==> config.mk <==
export PLATFORM = sky130hd
export DESIGN_NAME = datapath_sequencer
export DESIGN_NICKNAME = d
export VERILOG_FILES = /design/src/rtl/datapath_sequencer.sv
export SDC_FILE = /design/constraint.sdc
export NUM_CORES = 1
export LEC_CHECK = 0
export ABC_AREA = 1
export CAP_MARGIN = 20
export CORE_ASPECT_RATIO = 0.7
export CORE_MARGIN = 4
export CORE_UTILIZATION = 35
export DETAILED_ROUTE_END_ITERATION = 6
export PLACE_DENSITY = 0.57
export SLEW_MARGIN = 0
export SYNTH_ARGS = -nofsm -noshare
export SYNTH_HDL_FRONTEND = slang
export SYNTH_SLANG_ARGS = --single-unit
export TNS_END_PERCENT = 10
==> constraint.sdc <==
create_clock -name clk -period 2.5 [get_ports clk]
set_input_delay 0.375 -clock clk [delete_from_list [all_inputs] [get_ports clk]]
set_output_delay 0.375 -clock clk [all_outputs]
set_load 0.01 [all_outputs]
==> src/rtl/datapath_sequencer.sv <==
// Program sequencer feeding the regfile/ALU32 datapath: small writable instruction
// memory, two-cycle fetch/execute, jumps, HALT, sticky overflow and a step watchdog.
module datapath_sequencer #(
  parameter int PROG_DEPTH  = 16,
  parameter int PC_W        = 4,
  parameter int MAX_STEPS   = 255,
  parameter bit HALT_ON_OVF = 1'b1
) (
  input  logic            clk,
  input  logic            rst,
  input  logic            start,
  input  logic            prog_we,
  input  logic [PC_W-1:0] prog_addr,
  input  logic [15:0]     prog_data,
  input  logic            Zero,
  input  logic            Overflow,
  output logic [2:0]      ALUControl,
  output logic [1:0]      addr1,
  output logic [1:0]      addr2,
  output logic [1:0]      addr3,
  output logic            wr,
  output logic [PC_W-1:0] pc,
  output logic            busy,
  output logic            done,
  output logic            ovf_flag,
  output logic            timeout
);

  // state   | meaning
  // S_IDLE  | after reset, waiting for start
  // S_FETCH | instr <= mem[pc]
  // S_EXEC  | decode instr, drive datapath, update pc/flags
  // S_HALT  | run finished, done=1 until start or reset
  typedef enum logic [1:0] {S_IDLE, S_FETCH, S_EXEC, S_HALT} state_t;

  localparam logic [2:0]      OP_ALU   = 3'b000;
  localparam logic [2:0]      OP_BEQZ  = 3'b001;
  localparam logic [2:0]      OP_JMP   = 3'b010;
  localparam logic [2:0]      OP_HALT  = 3'b011;
  localparam logic [7:0]      STEP_LIM = 8'(MAX_STEPS);
  localparam logic [PC_W-1:0] LAST_PC  = PC_W'(PROG_DEPTH - 1);

  state_t            state_q, state_d;
  logic [PC_W-1:0]   pc_q, pc_d;
  logic [7:0]        steps_q, steps_d;
  logic              z_flag_q, z_flag_d;
  logic              ovf_q, ovf_d;
  logic              timeout_q, timeout_d;
  logic [15:0]       instr_q, instr_d;
  logic [15:0]       mem_q [PROG_DEPTH];

  logic [2:0]        op;
  logic [PC_W-1:0]   target;
  logic [PC_W-1:0]   pc_inc;
  logic [7:0]        steps_inc;
  logic              jump;
  logic              ovf_halt;
  logic              can_prog;

  assign op        = instr_q[15:13];
  assign target    = instr_q[PC_W-1:0];
  assign pc_inc    = pc_q + PC_W'(1);
  assign steps_inc = steps_q + 8'd1;
  assign can_prog  = (state_q == S_IDLE) || (state_q == S_HALT);

  // Program memory has no reset so a loaded program survives a reset.
  always_ff @(posedge clk) begin
    if (prog_we && can_prog) mem_q[prog_addr] <= prog_data;
  end

  always_ff @(posedge clk or negedge rst) begin
    if (!rst) begin
      state_q   <= S_IDLE;
      pc_q      <= '0;
      steps_q   <= '0;
      z_flag_q  <= 1'b0;
      ovf_q     <= 1'b0;
      timeout_q <= 1'b0;
      instr_q   <= '0;
    end else begin
      state_q   <= state_d;
      pc_q      <= pc_d;
      steps_q   <= steps_d;
      z_flag_q  <= z_flag_d;
      ovf_q     <= ovf_d;
      timeout_q <= timeout_d;
      instr_q   <= instr_d;
    end
  end

  always_comb begin
    state_d    = state_q;
    pc_d       = pc_q;
    steps_d    = steps_q;
    z_flag_d   = z_flag_q;
    ovf_d      = ovf_q;
    timeout_d  = timeout_q;
    instr_d    = instr_q;
    ALUControl = 3'd0;
    addr1      = 2'd0;
    addr2      = 2'd0;
    addr3      = 2'd0;
    wr         = 1'b0;
    jump       = 1'b0;
    ovf_halt   = 1'b0;

    case (state_q)
      S_IDLE, S_HALT: begin
        if (start) begin
          pc_d      = '0;
          steps_d   = '0;
          z_flag_d  = 1'b0;
          ovf_d     = 1'b0;
          timeout_d = 1'b0;
          state_d   = S_FETCH;
        end
      end
      S_FETCH: begin
        instr_d = mem_q[pc_q];
        state_d = S_EXEC;
      end
      S_EXEC: begin
        steps_d = steps_inc;
        case (op)
          OP_ALU: begin
            wr         = 1'b1;
            ALUControl = instr_q[12:10];
            addr3      = instr_q[9:8];
            addr1      = instr_q[7:6];
            addr2      = instr_q[5:4];
            z_flag_d   = Zero;
            if (Overflow) ovf_d = 1'b1;
            ovf_halt   = HALT_ON_OVF && Overflow;
          end
          OP_BEQZ: jump = z_flag_q;
          OP_JMP:  jump = 1'b1;
          default: ;
        endcase

        // Falling off the last word halts with pc parked there rather than wrapping.
        if (op == OP_HALT)  pc_d = pc_q;
        else if (jump)      pc_d = target;
        else if (pc_q != LAST_PC) pc_d = pc_inc;

        if (op == OP_HALT || ovf_halt) begin
          state_d = S_HALT;
        end else if (steps_inc == STEP_LIM) begin
          state_d   = S_HALT;
          timeout_d = 1'b1;
        end else if (pc_q == LAST_PC && !jump) begin
          state_d = S_HALT;
        end else begin
          state_d = S_FETCH;
        end
      end
      default: state_d = S_IDLE;
    endcase
  end

  assign pc       = pc_q;
  assign busy     = (state_q == S_FETCH) || (state_q == S_EXEC);
  assign done     = (state_q == S_HALT);
  assign ovf_flag = ovf_q;
  assign timeout  = timeout_q;

endmodule

**After elaboration in Yosys (flattened, before gate mapping)**

Memory sizes are Yosys's and may differ from the RTL's. A register that Yosys moved wholly into a read port is not among the register bits.
Index checks and enable logic that the tools add are counted.

- Output and inout bits: 18
- Word-level logic and storage cells: 78
- Memories kept: 1
- Register bits after elaboration: 17
- RAM bits: 256
- Input port bits: 26

Memories:

| memory | depth | bits a word | rd ports | clocked after memory_dff | write ports | RTL line | text |
|---|---|---|---|---|---|---|---|
| mem_q | 16 | 16 | 1 | 1 | 1 | 50 | `logic [15:0] mem_q [PROG_DEPTH];` |

- Mux-type cells: 37
- Reductions and logical operators: 16
- Eq/ne operators: 16
- $add $sub $neg: 2

Operators with widths:

| kind | count |
|---|---|
| $mux 2 | 10 |
| $mux 4 | 4 |
| $pmux 8 s2 | 1 |
| $mux 1 | 13 |
| $reduce_and 4->1 | 3 |
| $ne 2x2->1 const B | 5 |
| $add 8x1->8 const B | 1 |
| $eq 8x8->1 const B | 1 |
| $mux 8 | 1 |
| $pmux 1 s2 | 4 |
| $pmux 4 s2 | 1 |
| $eq 3x2->1 const B | 2 |
| $mux 3 | 2 |
| $pmux 2 s3 | 1 |
| $add 4x1->4 const B | 1 |
| $eq 2x2->1 const B | 2 |
| $eq 4x4->1 const B | 1 |
| $ne 4x4->1 const B | 1 |
| $eq 3x1->1 const B | 1 |
| $logic_not 3->1 | 1 |
| $logic_or 1x1->1 | 3 |
| $ne 3x3->1 const B | 1 |
| $reduce_and 3->1 | 1 |
| $eq 2x1->1 const B | 1 |
| 7 further kinds | 9 |

**Longest topological paths before layout**

- Word-level depth: 9
- Mapped depth: 14
- Depth with buffers taken out: 14

**Least setup slack after synthesis**

Ideal clock, no wire load.

- Path kind: register to register
- From: register state_q[0]
- To: memory mem_q[0][0] (enable)
- Cell stages (with the launch flop): 7
- Arrival time: 1680 ps
- Path buffers: 0
- Setup time: 388 ps
- Required time: 2112 ps
- Clock period less this slack: 2068 ps
- Setup slack: 432 ps
- Path through: dfrtp_1 inv_1 ha_1 nand2_1 inv_1 nand3_1 nor2_1

- Cells in the longest elaborated chain, start to end: 5
- Elaborated cells between the ends (all ways): 6
- Those cells by class: eq/ne: 1; mux: 2; reduce/logical: 3

RTL lines:

| element | RTL line | text |
|---|---|---|
| start: declaration | 43 | `state_t state_q, state_d;` |
| start signal: assignment | 81 | `state_q <= state_d;` |
| $eq 2x2->1 / $logic_not 2->1 (equally long branches) | 64 | `assign can_prog = (state_q == S_IDLE) \|\| (state_q == S_HALT);` |
| $logic_or 1x1->1 (*) | 64 |  |
| $logic_and 1x1->1 (*) | 68 | `if (prog_we && can_prog) mem_q[prog_addr] <= prog_data;` |
| $mux 1 (*) | 68 |  |
| $mux 1 (not written as such) (*) | 68 |  |
| end: declaration | 50 |  |

Mark *: on every way between the ends. The rest lies on a longest branch, timed or not.

**Worst setup path after layout**

- From: register pc_q[0] (netlist: pc[0])
- To: output pc[0]

RTL lines:

| element | RTL line | text |
|---|---|---|
| start: declaration | 44 | `logic [PC_W-1:0] pc_q, pc_d;` |
| start signal: assignment | 82 | `pc_q <= pc_d;` |
| end: declaration | 22 | `output logic [PC_W-1:0] pc,` |

No word-level cell between the ends.

==> load_flow_metrics.sql <==
INSERT INTO impl_metrics (metric_group, metric, value, unit) VALUES
('outcome', 'run_status', 'finished, final reports clean', ''),
('floorplanning', 'dieArea', '36500', 'um^2'),
('detailed_routing', 'detailroute.via_count', '7649', ''),
('sta', 'min_tclk_post_route', '2.36', 'ns'),
('yosys', 'yosysWarnings', '0', ''),
('yosys', 'syn_area', '11700', 'um^2'),
('global_routing', 'grt_pass1_vias', '7582', ''),
('sta', 'final.setup.tns', '0', 'ns'),
('floorplanning', 'dieHeight', '161', 'um'),
('global_routing', 'grt_max_degree', '49', ''),
('sta', 'timing.final.max_slew_violations', '0', ''),
('clocking', 'clk_pin_slew', '0.07', 'ns'),
('sta', 'worst_slew_margin_rel', '47.7', '%'),
('placed_design', 'port_buffers', '43', ''),
('finish', 'share_of_post_route_cells_with_drive_strength_above_1', '10.6', '%'),
('setup_path', 'cp_max_fo', '34', ''),
('sta', 'timing.fmax', '424', 'MHz'),
('detailed_routing', 'detail_route.vias_per_cell', '5.20', ''),
('setup_path', 'timing.critical_path.to_type', 'output port', ''),
('finish', 'filler_cell_count', '3066', ''),
('setup_path', 'reg2regPathDepth', '8', ''),
('setup_path', 'r2r_slack', '0.41', 'ns'),
('placed_design', 'dpl.hpwl', '18500', 'um'),
('yosys', 'ys_seq_elements', '289', ''),
('power', 'power_per_cell_area', '936', 'nW/um^2'),
('worst_hold_path', 'hold_class', 'input port to async pin', ''),
('power', 'report.power.total', '12.8', 'mW'),
('detailed_routing', 'met3_wirelength', '1700', 'um'),
('setup_path', 'cp_data_required_time', '2.12', 'ns'),
('clocking', 'clockBufferDepth', '3', ''),
('detailed_routing', 'met1Wirelength', '13800', 'um'),
('finish', 'n_antenna_cell', '0', ''),
('sta', 'finalSetupViolations', '0', ''),
('clocking', 'cts_sinks', '289', ''),
('detailed_routing', 'wire_per_inst', '19.7', 'um'),
('sta', 'tightest_slew', '0.784', 'ns'),
('clocking', 'clk_root_buffer_cell', 'sky130_fd_sc_hd__clkbuf_16', ''),
('detailed_routing', 'drc', '0', ''),
('finish', 'most-common-layout-cells', 'sky130_fd_sc_hd__edfxtp_1 (256), sky130_fd_sc_hd__nor2_1 (137), sky130_fd_sc_hd__o21ai_0 (128)', ''),
('power', 'irDropWorstVdd', '0.000470', 'V'),
('global_routing', 'grt_pass1_wl', '44300', 'um'),
('floorplanning', 'floorplan.die.width', '227', 'um'),
('floorplanning', 'core_region_area', '32600', 'um^2'),
('clocking', 'clock_latency_reported_for_the_late_side_of_the_worst_skew_pair', '0.54', 'ns'),
('placed_design', 'dp_cells', '1425', ''),
('global_routing', 'overflow', '0', ''),
('clocking', 'cts_made_buffers', '26', ''),
('setup_path', 'crit-reg2reg-launch', 'pc[1]$_DFFE_PN0P_', ''),
('setup_path', 'r2r_end', 'instr_q[12]$_DFFE_PN0N_', ''),
('yosys', 'postSynth.topFlopCell', 'sky130_fd_sc_hd__edfxtp_1', ''),
('yosys', 'synth.avg_cell_area', '12.2', 'um^2'),
('clocking', 'cts_post_setup_buffers_inserted', '0', ''),
('yosys', 'synth_cell_type_count', '33', ''),
('finish', 'fin_nets', '1059', ''),
('finish', 'area_growth', '16.9', '%'),
('floorplanning', 'effective_utilization_at_floorplan', '35.9', '%'),
('floorplanning', 'rows', '55', ''),
('sta', 'timing_hold_violations_final', '0', ''),
('sta', 'setup_repair_after_global_routing_missed_its_margin', 'yes', ''),
('clocking', 'cts_tree', 'yes', ''),
('flow_run', 'timing.max_cap.violations', '0', ''),
('yosys', 'edff_count_synth', '256', ''),
('setup_path', 'cp-start-kind', 'flip-flop', ''),
('yosys', 'async_reset_ff_share', '11.4', '%'),
('placed_design', 'placed_cell_area', '12800', 'um^2'),
('detailed_routing', 'overall_routed_net_length', '29000', 'um'),
('placed_design', 'gpl.final_weighted_congestion', '0.848', ''),
('detailed_routing', 'dr.pass1.iters', '5', ''),
('power', 'leakage_power', '4.81', 'nW'),
('setup_path', 'crit_type', 'flip-flop to output port', ''),
('finish', 'final_area', '13700', 'um^2');
[routing by layer]
| layer | vias up | GRT usage, % |
|---|---|---|
| met1 | 3751 | 23.8 |
| met3 | 43 | 2.47 |
| met4 | 0 | 4.01 |
| met5 | - | 0 |
| li1 | 3604 | - |
| met2 | 251 | 23.8 |
[repair_timing]
action | in CTS | in global routing
hold buffers | 1 | 0
endpoints found under the hold margin | 33 | 0
endpoints found under the setup margin | 10 | 11
gates resized for setup | 11 | 5
[cell families (layout without fill, tap and decap cells)]
family	Yosys count	after routing	synth area share [%]
adders and majority gates	6	6	0.642
DFF	289	289	72.8
and+or+nand+nor	333	333	11.6
buffers and inverters	97	180	3.74
AOI/OAI and AO/OA	235	235	11.1
xor gates and xnor gates	2	2	0.150
[cells in the mapped netlist, types with 2 or more instances]
cell,instances,area (um^2)
sky130_fd_sc_hd__a21oi_1,16,80.1
sky130_fd_sc_hd__clkinv_1,2,7.51
sky130_fd_sc_hd__clkbuf_2,3,15.0
sky130_fd_sc_hd__nor2_1,154,578
sky130_fd_sc_hd__nand3_1,55,275
sky130_fd_sc_hd__o21ai_1,18,90.1
sky130_fd_sc_hd__buf_6,3,33.8
sky130_fd_sc_hd__o21ai_0,128,641
sky130_fd_sc_hd__inv_1,37,139
sky130_fd_sc_hd__dfrtp_1,33,826
sky130_fd_sc_hd__inv_4,3,18.8
sky130_fd_sc_hd__ha_1,6,75.1
sky130_fd_sc_hd__buf_4,6,45.0
sky130_fd_sc_hd__inv_2,2,7.51
sky130_fd_sc_hd__o221ai_1,7,61.3
sky130_fd_sc_hd__edfxtp_1,256,7690
sky130_fd_sc_hd__o2111ai_1,2,17.5
sky130_fd_sc_hd__o22ai_1,61,382
sky130_fd_sc_hd__nand2_1,118,443
sky130_fd_sc_hd__buf_1,4,15.0
sky130_fd_sc_hd__clkbuf_1,23,86.3
sky130_fd_sc_hd__buf_2,14,70.1
[power breakdown]
group,total [mW],switching (mW),internal [mW]
Sequential,5.74,0.174,5.57
Combinational,3.18,2.14,1.04
Clock,3.87,1.71,2.16
[worst max-delay path, stage by stage (launching register included)]
cell and delay, ns:
sky130_fd_sc_hd__dfrtp_4 0.46, sky130_fd_sc_hd__buf_4 0.36, sky130_fd_sc_hd__clkdlybuf4s50_1 0.62
[flip-flops by register name (all words and copies together), names as in the netlist]
name	cells
z_flag_q	1
instr_q	16
state_q	2
ovf_flag	1
pc	4
timeout	1
steps_q	8
mem_q	256
[worst max path at each step]
stage | start | to | slack (ns) | depth (start not counted)
6_report | pc[0]$_DFFE_PN0P_ | pc[0] | 0.14 | 2
5_1_grt | state_q[0]$_DFFE_PN0N_ | ALUControl[1] | -0.01 | 7
4_1_cts | state_q[0]$_DFFE_PN0N_ | wr | 0.02 | 5
3_5_place_dp | state_q[0]$_DFFE_PN0N_ | ALUControl[1] | 0.29 | 7
3_3_place_gp | state_q[0]$_DFFE_PN0N_ | ALUControl[0] | 0.34 | 7
2_1_floorplan | state_q[0]$_DFFE_PN0N_ | mem_q[0][0]$_DFFE_PP_ | 0.43 | 6
[final cells by class]
| cell class | count | area [um^2] | area share [%] |
|---|---|---|---|
| sequential | 289 | 8520 | 62.3 |
| multi-input combinational | 576 | 2810 | 20.5 |
| timing repair buffer | 90 | 836 | 6.11 |
| clock buffer | 31 | 691 | 5.05 |
| tap | 427 | 534 | 3.91 |
| inverter | 44 | 173 | 1.26 |
| clock inverter | 15 | 116 | 0.851 |
[through the flow]
stage,setup slack (ns),utilization (%),hold WS (ns)
finish,0.142,41.9,0.444
global route,-0.0103,41.9,0.480
CTS,0.0221,41.9,0.443
detailed placement,0.293,39.4,0.467
global placement,0.339,39.4,0.465
floorplan,0.432,-,0.0794
(Power assumes the default switching activity.)
==> RTL change, RTL diff (same settings) <==
`PROG_DEPTH`: 16 -> 32.
--- a/src/rtl/datapath_sequencer.sv
+++ b/src/rtl/datapath_sequencer.sv
@@ -3,3 +3,3 @@
 module datapath_sequencer #(
-  parameter int PROG_DEPTH  = 16,
+  parameter int PROG_DEPTH  = 32,
   parameter int PC_W        = 4,
Check against the original RTL: no difference found for any inputs over 4 cycles, from zero or initial values and one cycle with rst low; that may be too few to reach the edited logic, so the function may still have changed.
==> RTL change against the unedited design <==
Total power increased by 4.5%. Sequential cell count unchanged. Design area increased by 1.0%. Routed wire length increased by 7.3%. Worst setup slack got worse by 0.033 ns. First-iteration DRC count increased by 47%. Register-to-register slack improved by 0.09 ns. Area after synthesis about the same. Critical path type unchanged.
==> RTL change: results <==
group,metric,value,unit
status,status,"complete, no violations",
clock_tree,root_buffer,"clkbuf_16",
worst_setup_path,arrival,2.02,ns
global_routing,grt_pass1_vias,7433,
pwr,p_leak,4.79,nW
detailed_routing,drt_iter0_drc,962,
layout,final_nets,1055,
yosys,synth_commonest_cells,"edfxtp_1 (256), nor2_1 (171), o21ai_0 (120)",
pwr,vdd_drop_max,0.000524,V
global_routing,grt_pass1_wl,47.0,mm
clock_tree,clk_latency,0.56,ns
timing,finClkSkew,0.0185,ns
global_routing,grtUsageMet1,0.271,
detailed_routing,drtPass1Iterations,5,
placed_design,gp_congestion,0.835,
global_routing,track_usage,0.169,
clock_tree,cts-buffers-inserted,27,
timing,tightestPinTransition,0.740,ns
layout,fillers,3091,
floorplan,start_util,0.358,
detailed_routing,vias,7749,
layout,drive_gt1_frac,0.120,
yosys,syn_nets,987,
global_routing,grt_max_degree,73,
detailed_routing,wl_per_cell,21.2,um
placed_design,hpwlAfterDp,19.3,mm
global_routing,grtUsageMet2,0.241,
yosys,ys_seq_area_frac,0.728,
yosys,synth.distinct_cells,29,
yosys,synthTopCellsByArea,"edfxtp_1 (66%), dfrtp_1 (7.1%), nor2_1 (5.5%)",
==> RTL change: final timing paths <==
| path | from | end | slack (ns) | cells past startpoint |
|---|---|---|---|---|
| min in group clk | Zero | z_flag_q | 0.44 | 3 |
| max reg2reg | state_q[0] | pc[1] | 0.50 | 11 |
| min reg2reg | timeout | timeout | 0.53 | 2 |
| min | rst | steps_q[2] | 0.37 | 2 |
| max | state_q[0] | busy | 0.11 | 4 |
| max in group asynchronous | rst | pc[2] | 1.47 | 3 |
==> RTL change: layer usage <==
layer / vias to the layer above / part of all wire / wire (um)
li1: 3592 / - / -
met1: 3829 / 0.49 / 15300
met2: 282 / 0.41 / 12900
met3: 46 / 0.074 / 2300
met4: 0 / 0.019 / 588
met5: - / 0 / 0
==> RTL change: final cells by class <==
cell class                 count  area share
clock buffer                  35      0.0540
clock inverter                15      0.0149
inverter                      34     0.00933
multi-input combinational    577       0.203
sequential                   289       0.617
tap                          427      0.0387
timing repair buffer          94      0.0632
==> RTL change: critical path: cells and delay by family, from the launching register on <==
kind,cells,cell delay [ns]
flip-flops,1,0.42
buffers and inverters,3,0.78
adder cells (fa/ha/maj),1,0.28
==> RTL change: per-stage QoR <==
| step | setup WS (ns) | utilization | instances | hold WS, ns | cell area, um^2 |
|---|---|---|---|---|---|
| floorplan | 0.431 | - | 955 | 0.0794 | 11700 |
| global placement | 0.437 | 0.394 | 1420 | 0.395 | 12900 |
| detailed placement | 0.423 | 0.394 | 1420 | 0.393 | 12900 |
| CTS | 0.0884 | 0.423 | 1471 | 0.345 | 13800 |
| global route | 0.0260 | 0.423 | 1471 | 0.403 | 13800 |
| finish | 0.110 | 0.423 | 1471 | 0.371 | 13800 |
==> RTL change: cell families (layout without fill, tap and decap cells) <==
group                      Yosys count  count (layout)  synth area share
buffers and inverters               89             178            0.0355
xor gates and xnor gates             2               2           0.00150
DFF                                289             289             0.728
AOI/OAI and AO/OA                  228             228             0.112
and+or+nand+nor                    341             341             0.117
adders and majority gates            6               6           0.00642
==> RTL change: timing repair <==
item | in CTS | in global routing
gates resized for setup | 12 | 0
endpoints found under the setup margin | 10 | 0
hold buffers | 1 | 0
hold endpoints to repair | 19 | 0
==> RTL change: where the power goes <==
| group | internal [mW] | total [mW] | switching, mW | leakage (nW) |
|---|---|---|---|---|
| Combinational | 1.04 | 3.18 | 2.14 | 1.61 |
| Sequential | 5.56 | 5.78 | 0.223 | 2.71 |
| Clock | 2.62 | 4.42 | 1.80 | 0.470 |
| Total | 9.22 | 13.4 | 4.16 | 4.79 |
